**src/rtl/apb_pkg.sv**
```systemverilog
// Shared definitions for the 8-bit APB requester: FSM states, default bus widths
// and the timeout-counter width helper.
package apb_pkg;

  localparam int unsigned APB_ADDR_W = 8;
  localparam int unsigned APB_DATA_W = 8;

  typedef enum logic [1:0] {
    APB_IDLE,
    APB_SETUP,
    APB_ACCESS
  } apb_state_e;

  // Bits needed to count 0 .. cycles-1; never narrower than one bit.
  function automatic int unsigned timeout_cnt_width(input int unsigned cycles);
    return (cycles <= 1) ? 1 : $clog2(cycles);
  endfunction

endpackage

```
**src/rtl/apb_timeout_counter.sv**
```systemverilog
// ACCESS-phase watchdog for apb_master. Counts enabled cycles since the last clear and
// flags the cycle that is the CYCLES-th enabled cycle. Only built with APB_MASTER_TIMEOUT_EN.
module apb_timeout_counter
  import apb_pkg::*;
#(
  parameter int unsigned CYCLES = 16
) (
  input  logic clk,
  input  logic rst,
  input  logic clear,
  input  logic enable,
  output logic expired
);

  localparam int unsigned CntW = timeout_cnt_width(CYCLES);

  logic [CntW-1:0] cnt_q;

  // Count enabled cycles; hold once expired so the value never wraps.
  always_ff @(posedge clk) begin
    if (rst || clear) begin
      cnt_q <= '0;
    end else if (enable && !expired) begin
      cnt_q <= cnt_q + 1'b1;
    end
  end

  // First enabled cycle sees a count of 0, so the CYCLES-th one sees CYCLES-1.
  assign expired = enable && (cnt_q == CntW'(CYCLES - 1));

endmodule

```
**src/rtl/apb_master.sv**
```systemverilog
// APB requester: converts single-beat valid/ready commands into APB SETUP/ACCESS transfers
// and returns read data / error status on a one-cycle response strobe.
// Optional feature: define APB_MASTER_TIMEOUT_EN to bound the ACCESS phase to
// TIMEOUT_CYCLES cycles, completing with an error if pready never arrives.
module apb_master
  import apb_pkg::*;
#(
  parameter int unsigned ADDR_W         = APB_ADDR_W,
  parameter int unsigned DATA_W         = APB_DATA_W,
  parameter int unsigned TIMEOUT_CYCLES = 16
) (
  input  logic              clk,
  input  logic              rst,
  // Command port
  input  logic              cmd_valid,
  output logic              cmd_ready,
  input  logic              cmd_write,
  input  logic [ADDR_W-1:0] cmd_addr,
  input  logic [DATA_W-1:0] cmd_wdata,
  // Response strobe
  output logic              rsp_valid,
  output logic [DATA_W-1:0] rsp_rdata,
  output logic              rsp_err,
  // APB requester side
  output logic              psel,
  output logic              penable,
  output logic              pwrite,
  output logic [ADDR_W-1:0] paddr,
  output logic [DATA_W-1:0] pwdata,
  input  logic [DATA_W-1:0] prdata,
  input  logic              pready,
  input  logic              pslverr
);

  if (TIMEOUT_CYCLES == 0) begin : g_bad_timeout_cfg
    $error("apb_master: TIMEOUT_CYCLES must be at least 1");
  end

  apb_state_e state_q;
  logic       timeout;

`ifdef APB_MASTER_TIMEOUT_EN
  logic cnt_clear;
  logic cnt_enable;

  // Clearing throughout SETUP leaves the count at zero on the first ACCESS cycle.
  assign cnt_clear  = (state_q == APB_SETUP);
  assign cnt_enable = (state_q == APB_ACCESS);

  apb_timeout_counter #(
    .CYCLES (TIMEOUT_CYCLES)
  ) u_timeout_counter (
    .clk     (clk),
    .rst     (rst),
    .clear   (cnt_clear),
    .enable  (cnt_enable),
    .expired (timeout)
  );
`else
  assign timeout = 1'b0;
`endif

  // Only output not taken from a flop; masked by reset so nothing is accepted then.
  assign cmd_ready = (state_q == APB_IDLE) && !rst;

  // Transfer FSM with registered APB controls and response.
  always_ff @(posedge clk) begin
    if (rst) begin
      state_q   <= APB_IDLE;
      psel      <= 1'b0;
      penable   <= 1'b0;
      pwrite    <= 1'b0;
      paddr     <= '0;
      pwdata    <= '0;
      rsp_valid <= 1'b0;
      rsp_rdata <= '0;
      rsp_err   <= 1'b0;
    end else begin
      rsp_valid <= 1'b0;
      unique case (state_q)
        APB_IDLE: begin
          if (cmd_valid) begin
            pwrite  <= cmd_write;
            paddr   <= cmd_addr;
            pwdata  <= cmd_wdata;
            psel    <= 1'b1;
            state_q <= APB_SETUP;
          end
        end
        APB_SETUP: begin
          penable <= 1'b1;
          state_q <= APB_ACCESS;
        end
        APB_ACCESS: begin
          // A real pready beats a timeout landing in the same cycle.
          if (pready) begin
            rsp_valid <= 1'b1;
            rsp_rdata <= pwrite ? '0 : prdata;
            rsp_err   <= pslverr;
            psel      <= 1'b0;
            penable   <= 1'b0;
            state_q   <= APB_IDLE;
          end else if (timeout) begin
            rsp_valid <= 1'b1;
            rsp_rdata <= '0;
            rsp_err   <= 1'b1;
            psel      <= 1'b0;
            penable   <= 1'b0;
            state_q   <= APB_IDLE;
          end
        end
        default: begin
          psel    <= 1'b0;
          penable <= 1'b0;
          state_q <= APB_IDLE;
        end
      endcase
    end
  end

endmodule

```
**config.mk**
```make
export PLATFORM = sky130hd
export DESIGN_NAME = apb_master
export DESIGN_NICKNAME = d
export VERILOG_FILES = /design/src/rtl/apb_pkg.sv /design/src/rtl/apb_timeout_counter.sv /design/src/rtl/apb_master.sv
export SDC_FILE = /design/constraint.sdc
export NUM_CORES = 1
export LEC_CHECK = 0
export ABC_AREA = 1
export CAP_MARGIN = 20
export CORE_MARGIN = 4
export CORE_UTILIZATION = 41
export DETAILED_ROUTE_END_ITERATION = 10
export PLACE_DENSITY = 0.83
export SYNTH_ARGS = -nofsm -noshare
export SYNTH_HDL_FRONTEND = slang
export SYNTH_SLANG_ARGS = --single-unit
```
**constraint.sdc**
```tcl
create_clock -name clk -period 2.47 [get_ports clk]
set_input_delay 0.3705 -clock clk [delete_from_list [all_inputs] [get_ports clk]]
set_output_delay 0.3705 -clock clk [all_outputs]
set_load 0.01 [all_outputs]
```
; ---- Word-level counts from Yosys, hierarchy flattened
; Cells that the tools add are included.
; Widths: inputs -> output; s select.
[classes]
reduce_logical = 9
eq_ne = 4
bitwise = 3
n_mux = 9
[ops]
columns = op, n
row1 = $mux 8, 1
row2 = $reduce_and 2->1, 4
row3 = $pmux 1 s3, 2
row4 = $pmux 2 s3, 1
row5 = $mux 2, 2
row6 = $ne 2x2->1 const B, 2
row7 = $mux 1, 3
row8 = $not 1->1, 3
row9 = $reduce_and 3->1, 1
row10 = $eq 2x1->1 const B, 1
row11 = $eq 2x2->1 const B, 1
row12 = $logic_not 2->1, 1
row13 = $reduce_or 2->1, 1
row14 = $logic_and 1x1->1, 1
row15 = $logic_not 1->1, 1
[totals]
out_inout_bits = 30
input_bits = 30
ff_bits = 31

; ---- Longest topological paths before layout
[depth]
depth_word = 3
ltp_mapped = 6
ltp_nobuf = 5

; ---- Worst setup path before layout
; Ideal clock, no wire load.
[synth_path]
path_type = flip-flop to output port
start = reg state_q[1]
end = out cmd_ready
path_stages_with_launch = 4
arrival_time_ns = 0.720
required_ns = 2.099
path_slack_ns = 1.379
cell_sequence = dfxtp_1 > nor2_4 > inv_1 > nor2_1
[synth_between]
elab_chain_cells = 2
[synth_rtl]
columns = element, line_no
row1 = "start, declared", apb_master.sv:39  ; apb_state_e state_q;
row2 = "start signal, assigned", apb_master.sv:69  ; state_q <= APB_IDLE;
row3 = "start signal, assigned", apb_master.sv:87  ; state_q <= APB_SETUP;
row4 = "start signal, assigned", apb_master.sv:92  ; state_q <= APB_ACCESS;
row5 = $logic_not 2->1, apb_master.sv:64  ; assign cmd_ready = (state_q == APB_IDLE) && !rst;
row6 = $logic_and 1x1->1, apb_master.sv:64
row7 = "end, declared", apb_master.sv:16  ; output logic cmd_ready,
; Every way passes these cells.

; ---- Final worst setup path
[layout_path]
start = in rst
end = out cmd_ready
[layout_between]
elab_chain_cells = 2
[layout_rtl]
columns = element, line_no
row1 = "start, declared", apb_master.sv:13  ; input logic rst,
row2 = $logic_not 1->1, apb_master.sv:64
row3 = $logic_and 1x1->1, apb_master.sv:64
; Every way passes these cells.

==> results <==
- The start point of the critical path is rst.
- The mean instance size in the synthesized netlist is 8.08 um2.
- Buffers added to address setup during post-CTS repair amount to 0.
- Across the whole layout, storage elements account for 621 um2.
- The aggregate routed wire length is 2920 um.
- The maximum fanout encountered on the critical timing path is 7.
- The share of flip-flops with an asynchronous set or reset is 0.
- The tightest hold path in the finished design has a slack of 478 ps.
- The buffer depth of the longest clock path is 2.
- Power spread over the standard cell area amounts to 567 nW/um2.
- The path with the worst hold slack has its endpoint at penable$_SDFFE_PP0P_.
- The pre-antenna-repair detailed-routing pass consisted of 4 iterations.
- The count of buffers added on input and output ports is 59.
- The source-to-sink clock delay at the later pin of the worst-skew pair is 310 ps.
- The chip height is 60.9 um.
- The most instantiated library cell after synthesis is nor2_1.
- In the final layout, the share of cells above drive strength 1 is 0.0591.
- In this run the most critical hold path is launched from penable$_SDFFE_PP0P_.
- The commonest cells after synthesis are 37 x nor2_1, 31 x dfxtp_1, 23 x o21ai_0, 15 x nand2_1, 10 x nand3_1.
- The clock-pin slew on the worst setup and hold paths is 80 ps.
- The internal reg-to-reg setup slack is 1330 ps.
- The remaining antenna violation count is 0.
- In this run the clock root is driven by a clkbuf_4.
- The flow ran to the end, and the final reports show no timing, DRC or antenna violations.
- Counting the buffers created by CTS gives 5.
- The number of nets produced by synthesis is 172.
- After floorplanning, the core was sized to cover 2570 um2.
- During synthesis, Yosys emitted a total of 0 warnings.
- The total clock sinks is 31.
- In the final layout, the multi-input gates occupy 442 um2.
- The first global-routing pass estimated 4670 um of wire.
- The effective utilization at floorplan is 0.447.
- In this run the critical register-to-register path is launched from state_q[1]$_SDFFE_PP0P_.
- The routed layout has 1152 vias.
- The netlist uses 17 different library cells.
- The worst hold path was traced through 2 stages.
- At the worst endpoint, the arrival time is 1600 ps.
- In this run, synthesis produced a sequential element count of 31.
- Summed over all failing endpoints, the final setup total negative slack is 0 ps.
- The weighted congestion at the end of routability-driven global placement is 0.809.
- The initial antenna violation count is 0.
- The H-tree level count is 2.
- The largest clock skew in the final design is 3.69 ps.
- The post-synthesis instance area is 1150 um2.
- The routed design could run at a clock period as short as 1970 ps.
- The total of cells resized after clock tree synthesis is 0.
- The average wire length per cell after detail routing is 12.5 um.
- The post-route fraction of the period consumed by the critical path is 0.799.
- The gate count of the mapped netlist is 142.
- The number of top-level pins is 60.
- The repair_antennas step left the layout with diodes totalling 0.
- Headroom to the max-slew limit came out at 0.738.
- The max-cap check violation count is 0.
- The floorplan has 18 rows.
- The maximum resistive drop on vdd is 455 uV.
- The leakage power summed over all cells is 0.731 nW.
- The die outline area is 3710 um2.
- After detailed routing, the number of vias per cell comes to 4.94.
- The area fraction of the dominant cell type after synthesis is 0.541.
- The transition time of the tightest slew-check pin is 393 ps.
- The worst register-to-register path has a depth of 5.
- The detailed router finished its first iteration with 34 violations.
- STA puts the critical path data required time at 2100 ps.
- The worst setup path is launched from an input port.
- The biggest area contributor in the post-synthesis netlist is dfxtp_1.
- The largest net degree at the start of global routing is 27.
- The number of pins exceeding their max-slew limit in the final report is 0.
- The number of enable-type register cells in the synthesized netlist is 0.
- The final-layout fill cell count is 234.
- The area growth from synthesis to layout is 55.3%.
- Timing would allow up to 507 MHz.
- Once detailed placement completed, the half-perimeter wirelength came to 2300 um.
- The count of hold buffers inserted by post-cts repair is 0.
- In the routed design, unresolved DRC markers number 0.
- The destination of the worst register-to-register timing path is paddr[4]$_SDFFE_PP0P_.
- The final hold violation count is 0.
- The via count of the first global-routing pass was 1145.
- The total track usage is 0.170.
- The die is 60.9 um wide.
- The number of nets in the final layout is 234.
- The worst hold path belongs to the class flop to flop.
- The sort of element at the end of the critical path is an output port.
- The critical path is of the input port to output port type.
- TritonCTS built the clock tree.
- The total grt overflow is 0.
- Setup repair after global routing left no endpoint under its margin.
- In the synthesized netlist the dominant register cell turns out to be dfxtp_1.
- Yosys attributes the largest share of cell area to dfxtp_1 54%, nor2_1 12%, o21ai_0 10%.
- For this run, the register share of the synthesized area comes to 0.541.
- Setup violations remaining at the end of the flow were counted as 0.
report_power, final:
part / internal [mW] / switching (mW) / total, mW
combinational: 0.119 / 0.0953 / 0.215
clock: 0.101 / 0.143 / 0.244
sequential: 0.532 / 0.0190 / 0.551
flip-flops by register name, indices dropped and copies added (netlist names):
register   count
paddr          8
rsp_valid      1
state_q        2
pwdata         8
rsp_err        1
rsp_rdata      8
psel           1
penable        1
pwrite         1
worst max-delay path, stage by stage:
cell and delay, ps:
clkdlybuf4s50_1 540, nor2_1 150, clkdlybuf4s50_1 540
cells in the final DEF, fill, tap and decap left out, types with 3 or more instances in the layout:
| cell | n |
|---|---|
| o21ai_1 | 3 |
| clkdlybuf4s50_1 | 59 |
| nor2_1 | 37 |
| dfxtp_1 | 31 |
| o21ai_0 | 23 |
| clkbuf_4 | 5 |
| a21oi_1 | 3 |
| nand2_1 | 15 |
| nand3_1 | 10 |
| inv_1 | 9 |
kinds of logic (layout without fill, tap and decap cells):
logic type | Yosys count | count (layout) | synth area share
buffers and inverters | 16 | 77 | 0.0741
DFF | 31 | 31 | 0.541
and+or+nand+nor | 66 | 66 | 0.258
AOI/OAI and AO/OA | 29 | 29 | 0.126
worst max-delay path by stage:
stage | endpoint | slack [ps] | cells past startpoint
6_report | cmd_ready | 500 | 3
5_1_grt | cmd_ready | 400 | 3
4_1_cts | cmd_ready | 500 | 3
3_5_place_dp | cmd_ready | 510 | 3
3_3_place_gp | cmd_ready | 540 | 3
2_1_floorplan | cmd_ready | 1380 | 3
final cells by class:
cell class / count / area share
inverters: 12 / 0.0281
well taps: 30 / 0.0211
clock buffers: 6 / 0.0232
flip-flops and latches: 31 / 0.348
multi-input cells: 95 / 0.248
repair buffers: 59 / 0.331
layer usage:
metal / share of wire / wire length [um] / GRT usage
met5: 0 / 0 / 0
met4: 0.019 / 54 / 0.0836
met3: 0.10 / 303 / 0.0596
met2: 0.49 / 1430 / 0.305
met1: 0.39 / 1130 / 0.174
stage by stage:
stage | cell area, um2 | setup slack [ps] | cells | power [mW] | utilization
2_1_floorplan | 1150 | 1380 | 142 | 0.656 | -
3_3_place_gp | 1740 | 538 | 227 | 0.771 | 0.678
3_5_place_dp | 1740 | 512 | 227 | 0.780 | 0.678
4_1_cts | 1780 | 503 | 233 | 1.02 | 0.694
5_1_grt | 1780 | 403 | 233 | 1.07 | 0.694
6_report | 1780 | 497 | 233 | 1.01 | 0.694
(Power assumes the default switching activity.)
